### src/rtl/isa_host_cycle_initiator.sv
// ----------------------------------------------------------------------------
// isa_host_cycle_initiator
//
// Host-side ISA bus initiator. Takes one queued command at a time (memory or
// IO, read or write, 8 or 16 bit) and runs it as a complete ISA cycle:
// free-running ISA_CLK, BALE, SBHE and address, command strobes, wait-state
// handling, and read-data return. A 16-bit request that the target cannot
// take as a single 16-bit cycle is done as two 8-bit cycles.
//
// Ports
//   FPGACLK, RESET        sole clock; asynchronous active-low reset
//   cmd_valid/cmd_ready   command handshake (ready only while idle)
//   cmd_type              00 mem rd, 01 mem wr, 10 IO rd, 11 IO wr
//   cmd_addr, cmd_wdata   byte address and write data ([7:0] = byte at addr)
//   cmd_16                request a 16-bit transfer
//   rsp_valid             one-cycle pulse when the command has finished
//   rsp_rdata             read data ([7:0] = byte at addr)
//   rsp_err, rsp_split    IO_RDY timeout seen / request done as two 8-bit cycles
//   ISA_CLK, BALE, SBHE   bus clock, address latch enable, byte-high enable (low)
//   addressBus            20-bit ISA address
//   data_out, data_oe     write data and pad-driver enable; data_in bus data
//   MEMR..IOW             active-low command strobes
//   MEMCS16, IOCS16, NOWS active-low target responses; IO_RDY low = wait
// ----------------------------------------------------------------------------
module isa_host_cycle_initiator #(
    parameter int ISA_HALF    = 4,
    parameter int CMD_CLKS_16 = 2,
    parameter int CMD_CLKS_8  = 5,
    parameter int RDY_TIMEOUT = 16
) (
    input  logic        FPGACLK,
    input  logic        RESET,
    input  logic        cmd_valid,
    output logic        cmd_ready,
    input  logic [1:0]  cmd_type,
    input  logic [19:0] cmd_addr,
    input  logic [15:0] cmd_wdata,
    input  logic        cmd_16,
    output logic        rsp_valid,
    output logic [15:0] rsp_rdata,
    output logic        rsp_err,
    output logic        rsp_split,
    output logic        ISA_CLK,
    output logic        BALE,
    output logic        SBHE,
    output logic [19:0] addressBus,
    output logic [15:0] data_out,
    output logic        data_oe,
    input  logic [15:0] data_in,
    output logic        MEMR,
    output logic        MEMW,
    output logic        SMEMR,
    output logic        SMEMW,
    output logic        IOR,
    output logic        IOW,
    input  logic        MEMCS16,
    input  logic        IOCS16,
    input  logic        NOWS,
    input  logic        IO_RDY
);

    localparam int              HW        = (ISA_HALF > 2) ? $clog2(ISA_HALF) : 1;
    localparam logic [HW-1:0]   HALF_LAST = HW'(ISA_HALF - 1);
    localparam logic [7:0]      N16       = 8'(CMD_CLKS_16);
    localparam logic [7:0]      N8        = 8'(CMD_CLKS_8);
    localparam logic [7:0]      TO_LAST   = 8'(RDY_TIMEOUT - 1);

    typedef enum logic [2:0] {S_IDLE, S_ADDR, S_CMD, S_WAIT, S_RECOV} state_t;

    state_t        state, state_nx;
    logic [HW-1:0] half_cnt;
    logic          isa_clk_q;
    logic          tick;

    // latched command
    logic [1:0]    type_q;
    logic [19:0]   addr_q;
    logic [15:0]   wdata_q;
    logic          c16_q;

    logic          pend;        // command accepted, waiting for the next tick
    logic          half2;       // second half of a split transfer
    logic          wide16;      // current cycle runs as a true 16-bit cycle
    logic          split_q;
    logic          err_q;
    logic [7:0]    cmd_cnt;
    logic [7:0]    wait_cnt;
    logic [15:0]   rd_acc;

    logic          cs16_n;
    logic          cmd_last;
    logic          in_cmd_nx;
    logic          to_recov;
    logic [19:0]   addr_inc;
    logic [7:0]    wbyte;
    logic [7:0]    rbyte;
    logic          memr_nx, memw_nx, ior_nx, iow_nx, bale_nx, oe_nx;

    assign ISA_CLK  = isa_clk_q;
    // tick marks the FPGACLK cycle whose closing edge raises ISA_CLK
    assign tick     = (half_cnt == HALF_LAST) && !isa_clk_q;
    assign cs16_n   = type_q[1] ? IOCS16 : MEMCS16;
    assign addr_inc = addr_q + 20'd1;
    // NOWS can only shorten the cycle once the first command clock is over
    assign cmd_last = (cmd_cnt == (wide16 ? N16 : N8)) || (!NOWS && (cmd_cnt >= 8'd2));
    assign to_recov = ((state == S_CMD) || (state == S_WAIT)) && (state_nx == S_RECOV);
    // 8-bit cycles put the selected byte on both lanes
    assign wbyte    = half2 ? wdata_q[15:8] : wdata_q[7:0];
    assign data_out = wide16 ? wdata_q : {wbyte, wbyte};
    assign rbyte    = addressBus[0] ? data_in[15:8] : data_in[7:0];

    always_ff @(posedge FPGACLK or negedge RESET) begin
        if (!RESET) begin
            half_cnt  <= '0;
            isa_clk_q <= 1'b0;
        end else if (half_cnt == HALF_LAST) begin
            half_cnt  <= '0;
            isa_clk_q <= !isa_clk_q;
        end else begin
            half_cnt  <= half_cnt + 1'b1;
        end
    end

    always_comb begin
        state_nx = state;
        case (state)
            S_IDLE:  if (pend && tick) state_nx = S_ADDR;
            S_ADDR:  if (tick) state_nx = S_CMD;
            S_CMD:   if (tick && cmd_last) state_nx = IO_RDY ? S_RECOV : S_WAIT;
            S_WAIT:  if (tick && (IO_RDY || (wait_cnt == TO_LAST))) state_nx = S_RECOV;
            S_RECOV: if (tick) state_nx = (split_q && !half2) ? S_ADDR : S_IDLE;
            default: state_nx = S_IDLE;
        endcase

        in_cmd_nx = (state_nx == S_CMD) || (state_nx == S_WAIT);
        memr_nx   = !(in_cmd_nx && (type_q == 2'b00));
        memw_nx   = !(in_cmd_nx && (type_q == 2'b01));
        ior_nx    = !(in_cmd_nx && (type_q == 2'b10));
        iow_nx    = !(in_cmd_nx && (type_q == 2'b11));
        bale_nx   = (state_nx == S_ADDR);
        // write data stays driven through recovery for hold time
        oe_nx     = type_q[0] && (in_cmd_nx || (state_nx == S_RECOV));
    end

    always_ff @(posedge FPGACLK) begin
        if (cmd_valid && cmd_ready) begin
            type_q  <= cmd_type;
            addr_q  <= cmd_addr;
            wdata_q <= cmd_wdata;
            c16_q   <= cmd_16;
        end
        if ((state == S_IDLE) && (state_nx == S_ADDR)) begin
            rd_acc <= 16'h0000;
        end else if (to_recov && !type_q[0]) begin
            // data_in is taken in the cycle just before the strobe rises
            if (wide16)     rd_acc        <= data_in;
            else if (half2) rd_acc[15:8]  <= rbyte;
            else            rd_acc[7:0]   <= rbyte;
        end
    end

    always_ff @(posedge FPGACLK or negedge RESET) begin
        if (!RESET) begin
            state      <= S_IDLE;
            cmd_ready  <= 1'b1;
            pend       <= 1'b0;
            half2      <= 1'b0;
            wide16     <= 1'b0;
            split_q    <= 1'b0;
            err_q      <= 1'b0;
            cmd_cnt    <= 8'd0;
            wait_cnt   <= 8'd0;
            rsp_valid  <= 1'b0;
            rsp_rdata  <= 16'h0000;
            rsp_err    <= 1'b0;
            rsp_split  <= 1'b0;
            addressBus <= 20'h00000;
            SBHE       <= 1'b1;
            BALE       <= 1'b0;
            data_oe    <= 1'b0;
            MEMR       <= 1'b1;
            MEMW       <= 1'b1;
            SMEMR      <= 1'b1;
            SMEMW      <= 1'b1;
            IOR        <= 1'b1;
            IOW        <= 1'b1;
        end else begin
            state     <= state_nx;
            MEMR      <= memr_nx;
            MEMW      <= memw_nx;
            SMEMR     <= memr_nx;
            SMEMW     <= memw_nx;
            IOR       <= ior_nx;
            IOW       <= iow_nx;
            BALE      <= bale_nx;
            data_oe   <= oe_nx;
            rsp_valid <= 1'b0;

            if (cmd_valid && cmd_ready) begin
                cmd_ready <= 1'b0;
                pend      <= 1'b1;
            end
            if (rsp_valid) cmd_ready <= 1'b1;

            case (state)
                S_IDLE: begin
                    if (state_nx == S_ADDR) begin
                        pend       <= 1'b0;
                        half2      <= 1'b0;
                        wide16     <= 1'b0;
                        split_q    <= 1'b0;
                        err_q      <= 1'b0;
                        addressBus <= addr_q;
                        // a 16-bit request at an even address announces itself on SBHE
                        SBHE       <= !(addr_q[0] || c16_q);
                    end
                end
                S_ADDR: begin
                    if (tick) begin
                        cmd_cnt <= 8'd1;
                        if (!half2) begin
                            wide16  <= c16_q && !addr_q[0] && !cs16_n;
                            split_q <= c16_q && !(!addr_q[0] && !cs16_n);
                        end
                    end
                end
                S_CMD: begin
                    if (tick && (state_nx == S_CMD))  cmd_cnt  <= cmd_cnt + 8'd1;
                    if (tick && (state_nx == S_WAIT)) wait_cnt <= 8'd0;
                end
                S_WAIT: begin
                    if (tick && (state_nx == S_WAIT)) wait_cnt <= wait_cnt + 8'd1;
                    if (tick && !IO_RDY && (state_nx == S_RECOV)) err_q <= 1'b1;
                end
                S_RECOV: begin
                    if (tick) begin
                        if (state_nx == S_ADDR) begin
                            half2      <= 1'b1;
                            addressBus <= addr_inc;
                            SBHE       <= !addr_inc[0];
                        end else begin
                            rsp_valid  <= 1'b1;
                            rsp_rdata  <= rd_acc;
                            rsp_err    <= err_q;
                            rsp_split  <= split_q;
                            SBHE       <= 1'b1;
                        end
                    end
                end
                default: ;
            endcase
        end
    end

endmodule
### config.mk
export PLATFORM = sky130hd
export DESIGN_NAME = isa_host_cycle_initiator
export DESIGN_NICKNAME = d
export VERILOG_FILES = /design/src/rtl/isa_host_cycle_initiator.sv
export SDC_FILE = /design/constraint.sdc
export NUM_CORES = 1
export LEC_CHECK = 0
export CORE_MARGIN = 1
export CORE_UTILIZATION = 25
export DETAILED_ROUTE_END_ITERATION = 8
export PLACE_DENSITY = 0.49
export SETUP_SLACK_MARGIN = 0.2
export SLEW_MARGIN = 10
export SYNTH_ARGS = -nofsm -noshare
export SYNTH_HDL_FRONTEND = slang
export SYNTH_SLANG_ARGS = --single-unit
### constraint.sdc
create_clock -name FPGACLK -period 3.1 [get_ports FPGACLK]
set_input_delay 0.62 -clock FPGACLK [delete_from_list [all_inputs] [get_ports FPGACLK]]
set_output_delay 0.62 -clock FPGACLK [all_outputs]
set_load 0.01 [all_outputs]
Yosys cells after proc, flatten, opt, wreduce, memory -nomap -nowiden
Cells that the tools add are included.
- bits in registers: 129
- input port bits: 62
- output and inout port bits: 66
- logic and storage cells: 171
- $add $sub $neg: 4
- $lt $le $gt $ge: 1
- equal/unequal tests: 24
- multiplexer cells: 51
- bitwise logic cells: 1
- reduce and logical (&&, ||, !) cells: 61
- operator list (kind ; number):
    8-bit 2-to-1 mux ; 8
    20-bit 2-to-1 mux ; 3
    20-bit case mux with 2 select lines ; 1
    16-bit 2-to-1 mux ; 2
    8-bit case mux with 2 select lines ; 2
    1-bit logical AND ; 23
    1-bit 2-to-1 mux ; 21
    3-bit 2-to-1 mux ; 7
    20-bit by 1-bit adder with 20-bit output, second input constant ; 1
    8-bit by 1-bit adder with 8-bit output, second input constant ; 2
    3-bit case mux with 5 select lines ; 1
    3-bit AND reduction ; 5
    1-bit logical NOT ; 14
    2-bit nonzero test ; 7
    3-bit by 2-bit == test with 1-bit output, second input constant ; 4
    2-bit by 1-bit != test with 1-bit output, second input constant ; 5
    2-bit != test, second input constant ; 5
    1-bit case mux with 2 select lines ; 5
    8-bit by 3-bit == test with 1-bit output ; 1
    8-bit by 4-bit == test with 1-bit output, second input constant ; 1
    8-bit by 2-bit greater-or-equal comparator with 1-bit output, second input constant ; 1
    4-bit AND reduction ; 2
    2-bit == test, second input constant ; 3
    3-bit by 1-bit == test with 1-bit output, second input constant ; 2
    other kinds (9) ; 16

Depth between registers and ports, before layout
Gate-level depths: netlist of the first run.
- depth in word-level cells: 10
- mapped depth: 8

Least setup slack after synthesis of the first run
OpenSTA, ideal clock, no wires.
- path type: register to register
- start point: register cmd_cnt[4]
- end point: register rd_acc[10]
- setup time: 0.081 ns
- data arrival time: 2.023 ns
- path slack: 0.997 ns
- cell stages (with the launch flop): 7
- path buffers: 1
- clock period less this slack: 2.103 ns
- cell sequence: dfrtp_1 -> or4_4 -> a211oi_4 -> o2111ai_2 -> a21bo_1 -> buf_2 -> a211oi_2
- longest elaborated chain between the ends: 10
- ends and longest elaborated chain (item ; line ; text):
    start, declared ; 86 ; logic [7:0] cmd_cnt;
    start signal, assigned ; 228 ; if (tick && (state_nx == S_CMD)) cmd_cnt <= cmd_cnt + 8'd1;
    8-bit by 2-bit greater-or-equal comparator with 1-bit output ; 105 ; assign cmd_last = (cmd_cnt == (wide16 ? N16 : N8)) || (!NOWS && (cmd_cnt >= 8'd2));
    1-bit logical AND ; 105 ;
    1-bit logical OR (*) ; 105 ;
    1-bit logical AND (*) ; 129 ; S_CMD: if (tick && cmd_last) state_nx = IO_RDY ? S_RECOV : S_WAIT;
    3-bit 2-to-1 mux (*) ; 129 ;
    3-bit case mux with 5 select lines (*) ; 126 ; case (state)
    3-bit == test ; 106 ; assign to_recov = ((state == S_CMD) || (state == S_WAIT)) && (state_nx == S_RECOV);
    1-bit logical AND ; 106 ;
    1-bit logical AND ; 154 ; end else if (to_recov && !type_q[0]) begin
    2-bit AND reduction (no source line) ; -- ;
    end signal, assigned ; 156 ; if (wide16) rd_acc <= data_in;
    end signal, assigned ; 157 ; else if (half2) rd_acc[15:8] <= rbyte;
    end, declared ; 88 ; logic [15:0] rd_acc;
Mark *: on every way between the ends. The rest lies on a longest branch, timed or not.
A chain may end at the register's enable or synchronous reset.

Final worst setup path of the first run
- start point: register half2
- end point: output port data_out[2]
- longest elaborated chain between the ends: 2
- ends and longest elaborated chain (item ; line ; text):
    start, declared ; 82 ; logic half2;
    start signal, assigned ; 167 ; half2 <= 1'b0;
    start signal, assigned ; 209 ; half2 <= 1'b0;
    start signal, assigned ; 238 ; half2 <= 1'b1;
    8-bit 2-to-1 mux ; 108 ; assign wbyte = half2 ? wdata_q[15:8] : wdata_q[7:0];
    16-bit 2-to-1 mux ; 109 ; assign data_out = wide16 ? wdata_q : {wbyte, wbyte};
    end, declared ; 47 ; output logic [15:0] data_out,
No other way between the ends.

==> metrics.md, run 1 <==
| Metric | Value |
|---|---|
| DP Wirelength | `10,600 microns` |
| Setup_tns | `0 ps` |
| Combinational Power Share | `0.107` |
| Area leader, netlist | `dfrtp_1` |
| Die area | `0.0240 sq mm` |
| DR vias/cell | `4.51` |
| Total track usage | `0.132` |
| Synth top cells by count | `dfrtp_1 (68), nand2_1 (66), nor2_1 (44)` |
| Final period util | `0.897` |
| Initial antenna violation count | `0` |
| Worst Tran Pin Value | `977 ps` |
| Ys async rst share | `0.574` |
| First-pass GRT wire length | `24,500 microns` |
| Worst path required time | `2480 ps` |
| Internal Power | `3.44 mW` |
| Cell area after layout | `0.00812 sq mm` |
| Number of flops mapped to enable cells by yosys | `39` |
| Hold WC Path Type | `input pin to asynchronous set/reset pin` |
| Flop pwr share | `0.444` |
| Worst-case clock skew | `8.77 ps` |
| Synth area leaders | `dfrtp_1 (29%), edfxtp_1 (20%), dfxtp_1 (5.5%)` |
| Worst Path Arrival | `2160 ps` |
| Count of clock tree sinks | `129` |
| DRC errors left | `0` |
| Leakage | `3.18 nW` |
| Mapped Area | `0.00583 sq mm` |
| Post-synthesis cell count | `535` |
| # rows | `55` |
| Critical-path maximum fanout | `8` |
| CTS tree | `yes` |
| Final Hold Fails | `0` |
| Clock buffer depth | `2` |
| Unrepaired setup endpoints after global routing | `no` |
| Netlist cell types | `56` |
| RD Place Congestion | `0.795` |
| Top FF cell, synth | `dfrtp_1` |
| Routed Antenna Nets | `0` |
| Area after DPL | `0.00751 sq mm` |
| Ant. Diodes | `0` |
| Initial Utilization | `0.256` |
| Syn Area/Cell | `10.9 sq um` |
| Core Footprint | `0.0228 sq mm` |
| GRT overflow | `0` |
| Routed WL | `14,800 microns` |
| Yosys warns | `0` |
| Critical path capture point type | `primary output` |
| Finish-stage setup viols | `0` |
| Max-slew violations | `0` |
| Period minus WS final | `2780 ps` |
| Outcome | `completed` |
| Main combinational cell family by area after synthesis | `simple AND/OR/NAND/NOR gates` |
| Reg-to-reg startpoint | `cmd_cnt[4]$_DFFE_PN0P_` |
| Fin nets | `740` |
| Switching pwr | `1.18 mW` |
| Synth top area share | `0.292` |
| R2R depth | `5` |
| Detailed router's first-iteration violation count | `201` |
| Maximum VDD drop | `0.322 mV` |
| Register area share after synthesis | `0.574` |
| Pwr Density | `569 mW/mm^2` |
| Startpoint Class | `flop` |
| WS Path Type | `flop to primary output` |
| Chip height | `155 microns` |
| Clock latency on the worst-skew pair | `420 ps` |
| Avg WL per Cell | `14.9 microns` |
| Compound-Gate Fraction of Synth Area | `0.104` |
| Share of cells above drive strength 1 | `0.138` |
| Clock transition at the registers of the reported paths | `60 ps` |
| Sw Share | `0.256` |
| IO Pins | `128` |
| Yosys reg bits | `129` |
| MaxCap Viol Count | `0` |
| Vias | `4,508` |
| Max Fclk | `359 MHz` |
| Adder-cell area share of the yosys netlist | `0.0107` |
| Mapped Nets | `602` |
| CTS H-tree lvls | `4` |
| Hold_buf cts | `0` |
| Slew headroom | `0.348` |
| Largest net degree at the start of global routing | `75` |
| Simple-gate share of the synthesized area | `0.184` |
| Xor/xnor share of the synthesized area | `0.0450` |
| Layout Area Growth over Synthesis | `39.2%` |
| Vias in the first global route | `4,701` |
| CTS root buf | `clkbuf_16` |
| Drt pass-1 iters | `4` |
| Most frequent cell after synthesis | `dfrtp_1` |
| Port-buffer cells | `127` |
| Cts bufs inserted | `17` |
| Clock share of power | `0.449` |
| Total power | `4.62 mW` |
| Die width | `155 microns` |
| Worst R2R End | `rd_acc[10]$_SDFFE_PP0P_` |
| R2r setup slk | `590 ps` |
| Mux cell area share after synthesis | `0.0555` |
## worst max-delay path: stages, from the launching register on
cell and delay [ps]:
dfrtp_1 420, nor2b_2 270, buf_4 220, mux2_2 350, clkdlybuf4s50_1 490
## registers in the layout (all words and copies together), names as in the netlist, 2 cells and up
register / count
addressBus: 20
rd_acc: 16
state: 3
type_q: 2
cmd_cnt: 8
rsp_rdata: 16
addr_q: 20
half_cnt: 2
wait_cnt: 8
wdata_q: 16
## worst max-delay path by stage
stage                                      start                 endpoint  slack [ps]  cells past startpoint
final                          half2$_DFFE_PN0P_              data_out[2]         320                      4
after global routing           half2$_DFFE_PN0P_              data_out[1]         210                      4
after CTS                     wide16$_DFFE_PN0P_              data_out[2]         220                      4
after detailed placement                  IO_RDY   rd_acc[7]$_SDFFE_PP0P_         520                      5
after global placement                      NOWS  rd_acc[10]$_SDFFE_PP0P_         630                      6
after floorplan           cmd_cnt[4]$_DFFE_PN0P_  rd_acc[10]$_SDFFE_PP0P_        1000                      6
## cell usage in the layout, fill, tap and decap left out, types with 16 or more instances in the layout
cell	Yosys	final
edfxtp_1	39	39
inv_1	16	16
nor2_1	44	43
dfxtp_1	16	16
o21ai_0	22	22
clkdlybuf4s50_1	0	126
a21oi_1	32	32
mux2_2	19	19
xnor2_1	16	16
dfrtp_1	68	68
nand3_1	23	23
nand2_1	66	66
clkbuf_16	0	17
nor3_1	22	21
## area by class of cell
type | instances | area (sq um)
Fill cell | 2229 | 14700
Timing Repair Buffer | 140 | 1370
Sequential cell | 129 | 3350
Tap cell | 313 | 392
Clock inverter | 15 | 181
Clock buffer | 17 | 425
Multi-Input combinational cell | 368 | 2340
Inverter | 17 | 63.8
## cell families after synthesis
family,count (synthesis)
and+or+nand+nor,214
DFF,129
AOI/OAI and AO/OA,89
buffers and inverters,38
xor gates and xnor gates,30
muxes,30
adders and majority gates,5
## through the flow
stage                     worst slack [ps]  hold slack, ps  std cells   util
final                                  318             342        999  0.357
after global routing                   206             422        999  0.357
after CTS                              216             396        999  0.356
after detailed placement               521             428        967  0.330
after global placement                 631             414        967  0.330
after floorplan                        997             324        535      -
## repair_timing
item	4_1_cts	5_1_grt
hold endpoints to repair	0	0
resized for setup	0	2
endpoints found under the setup margin	0	13
buffers inserted	0	0
## per-layer routing
layer,wire length (microns),vias to the layer above,global-route usage
met5,0,-,0
met2,6820,147,0.207
met1,6840,2150,0.170
li1,-,2197,-
met3,1030,14,0.0465
met4,153,0,0.0410
## power by group through the flow
stage                     logic, mW  registers (mW)  clock network [mW]
after floorplan               0.307            2.04                   0
after global placement        0.488            2.08                   0
after detailed placement      0.500            2.08                   0
after CTS                     0.503            2.05                2.13
after global routing          0.550            2.07                2.21
final                         0.495            2.05                2.08
Power figures use the tool's default switching activity.
==> run 2: changes to the inputs <==
--- a/config.mk
+++ b/config.mk
@@ -8,7 +8,8 @@
 export CORE_MARGIN = 1
 export CORE_UTILIZATION = 25
 export DETAILED_ROUTE_END_ITERATION = 8
-export PLACE_DENSITY = 0.49
+export DONT_BUFFER_PORTS = 1
+export PLACE_DENSITY = 0.42
 export SETUP_SLACK_MARGIN = 0.2
 export SLEW_MARGIN = 10
 export SYNTH_ARGS = -nofsm -noshare
==> metrics.md, run 2 (same netlist as run 1, synthesis figures left out) <==
| Metric | Value |
|---|---|
| R2R depth | `6 (+1)` |
| DP Wirelength | `10,200 microns (-3.7%)` |
| Critical-path maximum fanout | `12 (+4)` |
| Total track usage | `0.124 (-0.00815)` |
| IO Pins | `128 (unchanged)` |
| Commonest cells after routing, fill and taps aside | `dfrtp_1 (68), nand2_1 (66), nor2_1 (44), edfxtp_1 (39), a21oi_1 (32)` |
| # placed instances | `840 (-13%)` |
| Chip height | `155 microns (unchanged)` |
| Worst Tran Pin Value | `929 ps (-48.3 ps)` |
| Port-buffer cells | `0 (-100%)` |
| Routed Antenna Nets | `0 (unchanged)` |
| Maximum VDD drop | `0.318 mV (-1.5%)` |
| Routed WL | `14,200 microns (-4.1%)` |
| Startpoint Class | `flop` |
| Period minus WS final | `2560 ps (-218 ps)` |
| Worst slack, placed | `587 ps (+65.8 ps)` |
| Finish-stage setup viols | `0 (unchanged)` |
| Slew headroom | `0.381 (+0.0322)` |
| Hold WC Path Type | `input pin to asynchronous set/reset pin` |
| Clock transition at the registers of the reported paths | `60 ps (about the same)` |
| Vias | `4,019 (-11%)` |
| Die area | `0.0240 sq mm (unchanged)` |
| Detailed router's first-iteration violation count | `175 (-13%)` |
| Worst R2R End | `rd_acc[8]$_SDFFE_PP0P_` |
| Max-slew violations | `0 (unchanged)` |
| Fin nets | `614 (-17%)` |
| DRC errors left | `0 (unchanged)` |
| Die width | `155 microns (unchanged)` |
| Avg WL per Cell | `16.3 microns (+9.8%)` |
| Core Footprint | `0.0228 sq mm (unchanged)` |
| Drt pass-1 iters | `4 (unchanged)` |
| CTS H-tree lvls | `4 (unchanged)` |
| Leakage | `2.73 nW (-14%)` |
| Top Registers | `addr_q (20), addressBus (20)` |
| Ant. Diodes | `0 (unchanged)` |
| Cts bufs inserted | `17 (unchanged)` |
| Worst Path Arrival | `2900 ps (+740 ps)` |
| # rows | `55 (unchanged)` |
| PnR worst setup slack | `536 ps (+218 ps)` |
| RD Place Congestion | `0.846 (+6.3%)` |
| Clock latency on the worst-skew pair | `420 ps (about the same)` |
| Final period util | `0.827 (-0.0705)` |
| Worst-case clock skew | `9.92 ps (+1.15 ps)` |
| Setup_tns | `0 ps (unchanged)` |
| Initial antenna violation count | `2 (+2)` |
| Most common cell after layout, fill and taps aside | `dfrtp_1` |
| GRT overflow | `0 (unchanged)` |
| Vias in the first global route | `4,138 (-12%)` |
| Share of cells above drive strength 1 | `0.166 (+0.0276)` |
| CTS root buf | `clkbuf_16` |
| Reg-to-reg startpoint | `cmd_cnt[1]$_DFFE_PN0P_` |
| WHS | `51.0 ps (-291 ps)` |
| First-pass GRT wire length | `22,700 microns (-7.3%)` |
| Post-Layout Cell Count | `873 (-13%)` |
| MaxCap Viol Count | `0 (unchanged)` |
| Critical path capture point type | `flop` |
| Clock buffer depth | `2 (unchanged)` |
| Initial Utilization | `0.256 (unchanged)` |
| CTS tree | `yes` |
| Final Hold Fails | `0 (unchanged)` |
| Worst path required time | `3430 ps (+950 ps)` |
| Layout Area Growth over Synthesis | `18.4%` |
| Outcome | `completed` |
| Count of clock tree sinks | `129 (unchanged)` |
| Post-CTS Setup Repair Bufs | `0 (unchanged)` |
| Largest net degree at the start of global routing | `69 (-8.0%)` |
| Pwr Density | `665 mW/mm^2 (+17%)` |
| DR vias/cell | `4.60 (+2.0%)` |
| Max Fclk | `390 MHz (+8.5%)` |
| R2r setup slk | `540 ps (-50 ps)` |
| WS Path Type | `flop to flop` |
| Unrepaired setup endpoints after global routing | `no` |
-- run 2: changes by cell type in the layout (fill, tap and decap cells not counted), sizes merged --
cell | before | now
clkbuf | 17 | 20
clkdlybuf4s50 | 126 | 0
bufinv | 3 | 4
inv | 21 | 17
-- run 2: worst max-delay path by stage --
stage                                 startpoint                       to  slack [ps]  depth (start not counted)
after detailed placement  cmd_cnt[4]$_DFFE_PN0P_  rd_acc[12]$_SDFFE_PP0P_         590                          5
after global placement    cmd_cnt[4]$_DFFE_PN0P_  rd_acc[12]$_SDFFE_PP0P_         660                          5
final                     cmd_cnt[1]$_DFFE_PN0P_   rd_acc[8]$_SDFFE_PP0P_         540                          6
after global routing      cmd_cnt[1]$_DFFE_PN0P_  rd_acc[14]$_SDFFE_PP0P_         330                          6
after CTS                 cmd_cnt[4]$_DFFE_PN0P_  rd_acc[12]$_SDFFE_PP0P_         570                          5
after floorplan           cmd_cnt[4]$_DFFE_PN0P_  rd_acc[10]$_SDFFE_PP0P_        1000                          6
-- run 2: repair_timing --
item                                   in CTS  in global routing
hold buffers                                1                  0
resized for setup                           0                  0
endpoints found under the hold margin      68                  0
-- run 2: worst max-delay path, stage by stage (launching register included) --
cell	delay, ps
dfrtp_1	490
ha_1	210
nor4_1	40
a21oi_1	650
o2111ai_2	420
a21bo_1	420
a211oi_2	250
-- run 2: per-layer routing --
layer	wire length (microns)	GRT usage
met1	6190	0.146
met5	0	0
met4	177	0.0368
met3	1350	0.0591
met2	6520	0.200
-- run 2: report_power, final --
part	switching (mW)	total [mW]	internal (mW)
registers	0.178	2.07	1.89
logic	0.183	0.365	0.183
clock network	0.766	2.16	1.39
total	1.13	4.60	3.47
-- run 2: area by class of cell --
class | instances | area [sq um]
multi-input combinational | 368 | 2340
timing repair buffer | 14 | 125
fill | 2330 | 15900
clock inverter | 12 | 181
tap | 313 | 392
sequential | 129 | 3350
inverter | 17 | 63.8
clock buffer | 20 | 457
-- run 2: through the flow --
| stage | total power, mW | utilization | cell area (sq um) |
|---|---|---|---|
| after floorplan | 2.34 | - | 5830 |
| after global placement | 2.44 | 0.274 | 6240 |
| after detailed placement | 2.45 | 0.274 | 6240 |
| after CTS | 4.64 | 0.303 | 6910 |
| after global routing | 4.77 | 0.303 | 6910 |
| final | 4.60 | 0.303 | 6910 |
